<file path="config.mk">
export PLATFORM = sky130hd
export DESIGN_NAME = ft_gate_ctrl
export DESIGN_NICKNAME = d
export VERILOG_FILES = /design/src/rtl/ft_gate_ctrl_pkg.sv /design/src/rtl/ft_gate_cnt.sv /design/src/rtl/ft_gate_ctrl.sv
export VERILOG_INCLUDE_DIRS = /design/src /design/src/rtl
export SDC_FILE = /design/constraint.sdc
export NUM_CORES = 1
export LEC_CHECK = 0
export CAP_MARGIN = 15
export CORE_MARGIN = 4
export CORE_UTILIZATION = 55
export DETAILED_ROUTE_END_ITERATION = 10
export PLACE_DENSITY = 0.8
export SLEW_MARGIN = 20
export SYNTH_ARGS = -nofsm -noshare
export SYNTH_HDL_FRONTEND = slang
export SYNTH_SLANG_ARGS = --single-unit
</file>
<file path="constraint.sdc">
create_clock -name CLKK -period 5.25 [get_ports CLKK]
set_clock_uncertainty 0.2 [all_clocks]
set_input_delay 1.3125 -clock CLKK [delete_from_list [all_inputs] [get_ports CLKK]]
set_output_delay 1.3125 -clock CLKK [all_outputs]
set_load 0.03 [all_outputs]
</file>
<file path="src/rtl/ft_defs.vh">
// Shared 2-bit state encodings for the gate controller and its bench.
`ifndef FT_DEFS_VH
`define FT_DEFS_VH
`define FT_ST_IDLE  2'b00
`define FT_ST_CLR   2'b01
`define FT_ST_GATE  2'b10
`define FT_ST_LATCH 2'b11
`endif

</file>
<file path="src/rtl/ft_gate_ctrl_pkg.sv">
// Common types and the state-to-output decode for the gate controller.
`include "ft_defs.vh"

package ft_gate_ctrl_pkg;

  localparam int ST_W = 2;

  // Strobes driven by the controller; all come straight from state.
  typedef struct packed {
    logic cnt_en;
    logic rst_cnt;
    logic load;
    logic busy;
    logic done;
  } ctrl_out_t;

  // Pure Moore decode: one-hot strobes per state, so CNT_EN/RST_CNT/LOAD
  // can never overlap.
  function automatic ctrl_out_t decode_state(input logic [ST_W-1:0] st);
    ctrl_out_t o;
    o = '0;
    case (st)
      `FT_ST_CLR:   o.rst_cnt = 1'b1;
      `FT_ST_GATE:  o.cnt_en  = 1'b1;
      `FT_ST_LATCH: begin
        o.load = 1'b1;
        o.done = 1'b1;
      end
      default: ;
    endcase
    o.busy = (st != `FT_ST_IDLE);
    return o;
  endfunction

endpackage

</file>
<file path="src/rtl/ft_gate_cnt.sv">
// Gate-window down-counter: load, decrement to zero, zero flag.
module ft_gate_cnt #(
  parameter int W = 16
) (
  input  logic         clk_i,
  input  logic         rst_ni,
  input  logic         load_i,
  input  logic [W-1:0] load_val_i,
  input  logic         dec_i,
  output logic         zero_o
);

  logic [W-1:0] cnt_q, cnt_d;

  // Load wins over decrement; the count saturates at zero.
  always_comb begin
    cnt_d = cnt_q;
    if (load_i)
      cnt_d = load_val_i;
    else if (dec_i && (cnt_q != '0))
      cnt_d = cnt_q - W'(1);
  end

  // Count register, cleared asynchronously.
  always_ff @(posedge clk_i or negedge rst_ni) begin
    if (!rst_ni) cnt_q <= '0;
    else         cnt_q <= cnt_d;
  end

  assign zero_o = (cnt_q == '0);

endmodule

</file>
<file path="src/rtl/ft_gate_ctrl.sv">
// Frequency-counter gate controller: CLR -> GATE (L cycles) -> LATCH,
// single-shot or auto-repeating, with abort and wrapping sequence count.
`include "ft_defs.vh"

module ft_gate_ctrl
  import ft_gate_ctrl_pkg::*;
#(
  parameter int GATE_W = 16,
  parameter int SEQ_W  = 8
) (
  input  logic              CLKK,
  input  logic              RST_N,
  input  logic              START,
  input  logic              MODE,
  input  logic              ABORT,
  input  logic [GATE_W-1:0] GATE_LEN,
  output logic              CNT_EN,
  output logic              RST_CNT,
  output logic              LOAD,
  output logic              BUSY,
  output logic              DONE,
  output logic [SEQ_W-1:0]  SEQ_CNT
);

  localparam logic [1:0] S_IDLE  = `FT_ST_IDLE;
  localparam logic [1:0] S_CLR   = `FT_ST_CLR;
  localparam logic [1:0] S_GATE  = `FT_ST_GATE;
  localparam logic [1:0] S_LATCH = `FT_ST_LATCH;

  logic [1:0]        state_q, state_d;
  logic              mode_q, mode_d;     // 1 = single-shot
  logic [GATE_W-1:0] len_q, len_d;       // captured gate length
  logic [SEQ_W-1:0]  seq_q, seq_d;

  logic              gate_zero;
  logic [GATE_W-1:0] gate_ld_val;
  ctrl_out_t         outs;

  // The counter holds "cycles remaining after this one", so a window of L
  // cycles loads L-1 and leaves GATE on the zero flag. Length 0 acts as 1.
  assign gate_ld_val = (len_q == '0) ? '0 : len_q - GATE_W'(1);

  ft_gate_cnt #(.W(GATE_W)) u_gate_cnt (
    .clk_i      (CLKK),
    .rst_ni     (RST_N),
    .load_i     (state_q == S_CLR),
    .load_val_i (gate_ld_val),
    .dec_i      (state_q == S_GATE),
    .zero_o     (gate_zero)
  );

  // Next-state logic; ABORT beats every other transition. Settings are only
  // captured at a window start so mid-window input changes are ignored.
  always_comb begin
    state_d = state_q;
    mode_d  = mode_q;
    len_d   = len_q;
    seq_d   = seq_q;
    case (state_q)
      S_IDLE: begin
        if (START && !ABORT) begin
          state_d = S_CLR;
          mode_d  = MODE;
          len_d   = GATE_LEN;
        end
      end
      S_CLR:   state_d = ABORT ? S_IDLE : S_GATE;
      S_GATE: begin
        if (ABORT)          state_d = S_IDLE;
        else if (gate_zero) state_d = S_LATCH;
      end
      S_LATCH: begin
        // LOAD already went out this cycle, so the measurement counts even
        // if ABORT cancels the restart.
        seq_d = seq_q + SEQ_W'(1);
        if (ABORT || mode_q) begin
          state_d = S_IDLE;
        end else begin
          state_d = S_CLR;
          len_d   = GATE_LEN;
        end
      end
      default: state_d = S_IDLE;
    endcase
  end

  // Controller state registers, asynchronously reset to an idle single-shot.
  always_ff @(posedge CLKK or negedge RST_N) begin
    if (!RST_N) begin
      state_q <= S_IDLE;
      mode_q  <= 1'b1;
      len_q   <= '0;
      seq_q   <= '0;
    end else begin
      state_q <= state_d;
      mode_q  <= mode_d;
      len_q   <= len_d;
      seq_q   <= seq_d;
    end
  end

  assign outs    = decode_state(state_q);
  assign CNT_EN  = outs.cnt_en;
  assign RST_CNT = outs.rst_cnt;
  assign LOAD    = outs.load;
  assign BUSY    = outs.busy;
  assign DONE    = outs.done;
  assign SEQ_CNT = seq_q;

endmodule

</file>
Word level (Yosys, flattened, before mapping)

Index checks and enable logic that the tools add are counted.

$add $sub $neg: 3
Equality and inequality tests: 6
Multiplexer cells: 15
Reduce and logical (&&, ||, !) cells: 14

Operators with widths:

| operator              | number |
|---|---|
| $mux 16               | 5 |
| $logic_not 16->1      | 2 |
| $pmux 16 s2           | 1 |
| $sub 16x1->16 const B | 2 |
| $reduce_bool 16->1    | 1 |
| $add 8x1->8 const B   | 1 |
| $mux 2                | 4 |
| $pmux 2 s4            | 1 |
| $reduce_bool 2->1     | 3 |
| $eq 2x2->1 const B    | 2 |
| $mux 1                | 4 |
| $ne 2x2->1 const B    | 2 |
| $reduce_and 2->1      | 2 |
| $ne 3x3->1 const B    | 1 |
| $reduce_and 3->1      | 1 |
| $eq 2x1->1 const B    | 1 |
| $logic_and 1x1->1     | 2 |
| $logic_not 2->1       | 1 |
| $logic_not 1->1       | 1 |
| $logic_or 1x1->1      | 1 |

Bits in registers: 43
Bits of input ports: 21
Output and inout bits: 13

Longest topological paths before layout

Gate-level depths: netlist (run 1).

Depth after elaboration: 4
Gate-level depth with buffers: 8
Gate-level depth less buffers: 7

Cells and area by module

A second synthesis (run 1) with hierarchy kept.

Cells, all modules: 258
Area total of the unflattened synthesis: 2637.5 um^2

By module, submodules not included:

| module       | instances | cells an instance | area an instance (um^2) | sequential area each (um^2) |
|---|---|---|---|---|
| ft_gate_ctrl | 1         | 134               | 1574.0                  | 676.9 |
| ft_gate_cnt  | 1         | 124               | 1063.5                  | 400.4 |

Least setup slack after synthesis (run 1)

Ideal clock, no wire load.

Path type: register to output
From: register state_q[1]
To: output RST_CNT
Data arrival time: 1.258 ns
Path slack: 2.479 ns
Stages on the path, launching flop included: 4
Buffers on the path: 1
Cells stage by stage: dfrtp_1 -> nand2b_1 -> clkinv_1 -> clkbuf_1

Longest elaborated chain between the ends: 2

RTL lines:

| what                     | line                   | source |
|---|---|---|
| start: declaration       | ft_gate_ctrl.sv:30     | `logic [1:0] state_q, state_d;` |
| start signal: assignment | ft_gate_ctrl.sv:95     | `state_q <= state_d;` |
| $eq 2x1->1               | ft_gate_ctrl_pkg.sv:22 | `case (st)` |
| $mux 1                   | ft_gate_ctrl_pkg.sv:22 |  |
| end: declaration         | ft_gate_ctrl.sv:18     | `output logic RST_CNT,` |

No other way between the ends.

Worst setup path after layout (run 1)

From: register state_q[0]
To: output CNT_EN

Longest elaborated chain between the ends: 2

RTL lines:

| what             | line                   | source |
|---|---|---|
| $eq 2x2->1       | ft_gate_ctrl_pkg.sv:22 |  |
| $mux 1           | ft_gate_ctrl_pkg.sv:22 |  |
| end: declaration | ft_gate_ctrl.sv:17     | `output logic CNT_EN,` |

No other way between the ends.

==> results of run 1 <==
[power by group through the flow]
stage / sequential, mW / combinational [mW] / clock, mW
2_1_floorplan: 0.532 / 0.309 / 0
3_3_place_gp: 0.536 / 0.425 / 0
3_5_place_dp: 0.541 / 0.432 / 0
4_1_cts: 0.535 / 0.439 / 0.309
5_1_grt: 0.553 / 0.480 / 0.320
6_report: 0.537 / 0.438 / 0.301
[worst max-delay path, cell delays in order, from the launching register on]
cell             delay [ns]
dfrtp_1                0.42
nand2b_1               0.20
inv_1                  0.31
clkdlybuf4s50_1        0.75
[metal layers]
layer	routed length, µm	vias up	part of all wire (%)
met5	0	-	0
li1	-	973	-
met2	2490	62	47
met1	2420	935	46
met4	55	0	1.0
met3	292	5	5.6
[how the worst max path moves through the flow]
| stage | startpoint | end | cells past startpoint |
|---|---|---|---|
| final | state_q[0] | CNT_EN | 3 |
| after global routing | state_q[1] | RST_CNT | 3 |
| after CTS | state_q[1] | RST_CNT | 3 |
| after detailed placement | state_q[1] | RST_CNT | 3 |
| after global placement | state_q[1] | RST_CNT | 3 |
| after floorplan | state_q[1] | RST_CNT | 3 |
[placed cells by master (no fill, tap or decap), types with 2 or more instances in the layout]
cell type | Yosys | final
nor4_1 | 5 | 5
and3_1 | 4 | 4
a221oi_2 | 2 | 2
buf_4 | 1 | 2
nor2_1 | 25 | 25
nor4_4 | 2 | 2
mux2_2 | 18 | 18
or4_1 | 2 | 2
a22oi_1 | 2 | 2
nand3_1 | 10 | 10
o21a_1 | 2 | 2
or2_2 | 2 | 2
dfrtp_1 | 42 | 42
ha_1 | 4 | 4
inv_1 | 8 | 8
a21oi_1 | 9 | 9
o21ai_0 | 2 | 2
a41oi_1 | 3 | 3
clkdlybuf4s50_1 | 0 | 32
o22ai_1 | 5 | 5
o311ai_0 | 2 | 2
or3_1 | 5 | 5
xnor2_1 | 13 | 13
clkbuf_8 | 0 | 5
nor3_1 | 7 | 7
nand4_1 | 5 | 5
or4_4 | 4 | 4
xor2_1 | 8 | 8
o41ai_1 | 2 | 2
a211oi_1 | 3 | 3
bufinv_16 | 0 | 2
nand2b_1 | 3 | 3
nand2_1 | 12 | 12
[per-stage QoR]
| step | cell area [µm²] | power [mW] | util, % | cells |
|---|---|---|---|---|
| after floorplan | 2490 | 0.842 | - | 242 |
| after global placement | 2870 | 0.960 | 65.4 | 322 |
| after detailed placement | 2870 | 0.974 | 65.4 | 322 |
| after CTS | 3000 | 1.28 | 68.4 | 330 |
| after global routing | 3000 | 1.35 | 68.4 | 330 |
| final | 3000 | 1.28 | 68.4 | 330 |
[area by class of cell]
class | count | area [µm²] | share of cell area, %
inverter | 9 | 33.8 | 1.13
clock inverter | 2 | 60.1 | 2.00
sequential | 43 | 1080 | 35.9
clock buffer | 6 | 72.6 | 2.42
tap | 52 | 65.1 | 2.17
multi-input combinational | 183 | 1350 | 45.0
timing repair buffer | 35 | 340 | 11.3
[flip-flops by register name (all words and copies together) (netlist names)]
name / flops
u_gate_cnt.cnt_q: 16
len_q: 16
state_q: 2
SEQ_CNT: 8
mode_q: 1
[cells by family after synthesis]
| logic type | synth area share, % |
|---|---|
| and+or+nand+nor | 23.2 |
| AOI/OAI and AO/OA | 13.0 |
| DFF | 43.2 |
| xor gates and xnor gates | 7.37 |
| muxes | 8.53 |
| buffers and inverters | 2.66 |
| adders and majority gates | 2.01 |
==> out/metrics.yaml, run 1 <==
status: "finished clean"
grt-busiest-layer: "met2"
crit_required_ns: 3.74
switchingPower_mw: 0.456
post_drt_wl_per_cell_um: 15.9
nFillCells: 329
worst-slew-pin-transition_ns: 0.935
grt_pass1_vias: 1831
synthTopCellsByCount: "dfrtp_1, nor2_1, mux2_2, xnor2_1, nand2_1"
dr.pass1.iters: 4
grt_overflow: 0
hold_path.startpoint: "SEQ_CNT[7]"
drv_slew: 0
power_density_nw_per_um2: 425
fp-row-count: 24
reg2reg_from: "len_q[0]"
drive_gt1_share_pct: 16.5
maxCapViolations: 0
synth-seq-cells: 43
drc: 0
clk_path_buf_depth: 2
holdPathStages: 1
syn2layout_area_growth_pct: 20.3
dp_hpwl_mm: 3.83
rsz0062_at_grt: "no"
r2r_cells: 7
setup_viol: 0
netlist.area_leader.share_pct: 42.1
path_class: "reg -> out"
min_to: "SEQ_CNT[7]"
yosys_warnings: 0
h-tree-depth: 2
syn_area_um2: 2490
yosysUniqueCellTypes: 56
cts_buffers: 5
cts_setup_buffers: 0
avgSynthCellArea_um2: 10.3
fp.dieH_um: 75.4
syn_inst: 242
cts_tree: "built"
drt_iter0_markers: 133
hold_class: "reg -> reg"
synth_edf_count: 0
synth_top_area_cell: "dfrtp_1"
r2r_end: "u_gate_cnt.cnt_q[4]"
yosysSeqAreaShare_pct: 43.2
met1_usage_pct: 28.2
start_kind: "flop"
maxSlewHeadroom_pct: 37.7
arrival_ns: 1.98
p_seq_share_pct: 42.0
cts-resized-gates: 0
layout.nets: 302
ios: 34
met2_usage_pct: 31.5
antenna_found_initial: 0
ys.flop_type: "dfrtp_1"
swShare_pct: 35.7
fin_ws_ns: 1.76
postSynth.asyncResetShare_pct: 100
cts_sinks: 43
grt_max_degree: 44
die-area_um2: 5680
postCtsHoldBufs: 0
start_util_pct: 56.9
max_freq_mhz: 286
post-route-period-util_pct: 66.6
p_int_mw: 0.820
setup_tns_ns: 0
clkLatencyLatePin_ns: 0.29
pre_cts_slack_ns: 2.07
end_kind: "output pin"
reg2reg_slack_ns: 2.69
grt_pass1_wl_mm: 8.64
met3_usage_pct: 3.83
syn_nets: 267
holdWs_ns: 0.269
power_frac_comb_pct: 34.3
clk_pin_slew_ns: 0.08
core_area_um2: 4380
root_buffer: "clkbuf_8"
path_max_fanout: 12
peakVddDrop_uv: 228
routed_wl_mm: 5.26
yosysMostFrequentCell: "dfrtp_1"
ys_top_cells_by_area: "dfrtp_1, mux2_2, xnor2_1, nor2_1, xor2_1"
diodes: 0
min_period_ns: 3.49
gp_congestion: 0.884
final_antenna_net_count: 0
clkPwrFrac_pct: 23.6
die_x_um: 75.4
leakage_nw: 1.22
io_buffers: 33
track_usage_pct: 19.9
vias: 1975
hold_viol: 0
drt-vias-per-instance: 5.98
Power figures use the tool's default switching activity.
==> inputs of run 2 (changes only) <==
--- a/config.mk
+++ b/config.mk
@@ -8,9 +8,9 @@
 export LEC_CHECK = 0
 export CAP_MARGIN = 15
 export CORE_MARGIN = 4
-export CORE_UTILIZATION = 55
+export CORE_UTILIZATION = 49
 export DETAILED_ROUTE_END_ITERATION = 10
-export PLACE_DENSITY = 0.8
+export PLACE_DENSITY = 0.75
 export SLEW_MARGIN = 20
 export SYNTH_ARGS = -nofsm -noshare
 export SYNTH_HDL_FRONTEND = slang
==> constraint.sdc (replaced) <==
create_clock -name CLKK -period 2.9 [get_ports CLKK]
set_clock_uncertainty 0.2 [all_clocks]
set_input_delay 0.725 -clock CLKK [delete_from_list [all_inputs] [get_ports CLKK]]
set_output_delay 0.725 -clock CLKK [all_outputs]
set_load 0.03 [all_outputs]
==> run 2 against run 1 <==
Against the previous run:
- clock-buffer cell count shrank 1
- sequential share of layout area decreased by 0.25 points
- power up 77%
- critical path depth is the same
- largest power group unchanged
==> out/metrics.yaml, run 2 (synthesis gave the netlist of run 1 again) <==
drive_gt1_share_pct: 17.8  # +1.2 points
routed_wl_mm: 5.52  # +5.0%
dp_hpwl_mm: 4.03  # +5.2%
post_drt_wl_per_cell_um: 15.9  # -0.46%
maxSlewHeadroom_pct: 63.9  # +26 points
fp.dieH_um: 79.4  # +5.3%
clk_path_buf_depth: 2  # unchanged
cts_tree: "built"
placed_area_um2: 2910  # +1.4%
die_x_um: 79.4  # +5.3%
drv_slew: 0  # unchanged
total_power_mw: 2.25  # +77%
status: "finished clean"
swShare_pct: 37.8  # +2.1 points
worst-slew-pin-transition_ns: 0.542  # -0.393 ns
die-area_um2: 6300  # +11%
start_kind: "flop"
arrival_ns: 1.76  # -0.22 ns
grt_overflow: 0  # unchanged
post-route-util_pct: 62.7  # -5.7 points
leakage_nw: 1.23  # +0.59%
switchingPower_mw: 0.853  # +87%
gp_congestion: 0.890  # +0.58%
dr.pass1.iters: 4  # unchanged
final-seq-area_um2: 1080  # unchanged
grt_pass1_vias: 1965  # +7.3%
cts-resized-gates: 0  # unchanged
drc: 0  # unchanged
cts_buffers: 5  # unchanged
grt_max_degree: 44  # unchanged
fin_ws_ns: 0.214  # -1.54 ns
p_seq_share_pct: 43.1  # +1.1 points
clk_pin_slew_ns: 0.09  # about the same
fp-row-count: 25  # +4.2%
io_buffers: 33  # unchanged
peakVddDrop_uv: 480  # +110%
max_freq_mhz: 372
rsz0062_at_grt: "no"
clkPwrFrac_pct: 21.3  # -2.3 points
drt_iter0_markers: 126  # -5.3%
place_inst: 340  # +5.6%
nFillCells: 431  # +31%
clkLatencyLatePin_ns: 0.31  # +0.02 ns
antenna_found_initial: 0  # unchanged
postCtsHoldBufs: 0  # unchanged
hold_class: "in -> async"
hold_viol: 0  # unchanged
ios: 34  # unchanged
vias: 1989  # +0.71%
final_common_cell: "dfrtp_1"
path_max_fanout: 5  # -7
end_kind: "output pin"
grt_pass1_wl_mm: 9.40  # +8.9%
final_antenna_net_count: 0  # unchanged
final_cell_mix: "dfrtp_1, clkdlybuf4s50_1, nor2_1"
crit_required_ns: 1.98  # -1.76 ns
pre_cts_slack_ns: 0.367  # -1.70 ns
drt-vias-per-instance: 5.72  # -4.5%
layout.nets: 305  # +0.99%
start_util_pct: 51.8  # -5.1 points
track_usage_pct: 19.2  # -0.65 points
multi_input_comb_area_um2: 1350  # unchanged
setup_tns_ns: 0  # unchanged
h-tree-depth: 2  # unchanged
cts_setup_buffers: 0  # unchanged
root_buffer: "clkbuf_8"
setup_viol: 0  # unchanged
maxCapViolations: 0  # unchanged
holdWs_ns: 0.268  # -0.00160 ns
post-route-period-util_pct: 92.6
power_density_nw_per_um2: 746  # +75%
core_area_um2: 4820  # +9.9%
design_area_um2: 3020  # +0.71%
fin_cells: 348  # +5.5%
cts_sinks: 43  # unchanged
p_int_mw: 1.40  # +71%
power_frac_comb_pct: 35.6  # +1.3 points
path_class: "reg -> out"
min_period_ns: 2.69
diodes: 0  # unchanged
syn2layout_area_growth_pct: 21.1
-- run 2: cell count changes in the layout (fill, tap and decap cells not counted) --
cell,delta
bufinv_16,-1
clkbuf_1,-1
buf_4,+3
clkinv_4,+1
clkinv_2,+1
-- run 2: routing by layer --
layer  global-route usage, %  part of all wire (%)  vias up
met2                    29.8                    46       51
met1                    26.3                    46      950
met4                    7.90                   1.9        0
met3                    3.85                   5.4       11
met5                       0                     0        -
li1                        -                     -      977
-- run 2: critical path: stages, from the launching register on --
cell and delay [ns]:
dfrtp_1 0.43, nand2b_1 0.24, inv_1 0.11, clkdlybuf4s50_1 0.67
-- run 2: cell type report --
class	instances	share of cell area (%)
well taps	67	2.77
clock buffers	5	2.28
multi-input cells	183	44.7
repair buffers	38	12.0
clock inverters	3	1.45
flip-flops and latches	43	35.7
inverters	9	1.12
-- run 2: final timing paths --
check	from	to	slack (ns)	cells past startpoint
worst max-delay path	state_q[0]	CNT_EN	0.21	3
max in group asynchronous	RST_N	SEQ_CNT[6]	1.85	2
worst min register to register	SEQ_CNT[7]	SEQ_CNT[7]	0.30	1
worst min-delay path	RST_N	len_q[13]	0.27	2
min in group CLKK	SEQ_CNT[7]	SEQ_CNT[7]	0.30	1
worst max register to register	len_q[0]	u_gate_cnt.cnt_q[4]	0.35	7
-- run 2: power by group through the flow --
stage	logic [mW]	registers [mW]	clock network [mW]
2_1_floorplan	0.560	0.963	0
3_3_place_gp	0.773	0.974	0
3_5_place_dp	0.794	0.977	0
4_1_cts	0.802	0.968	0.488
5_1_grt	0.883	0.998	0.515
6_report	0.802	0.972	0.480
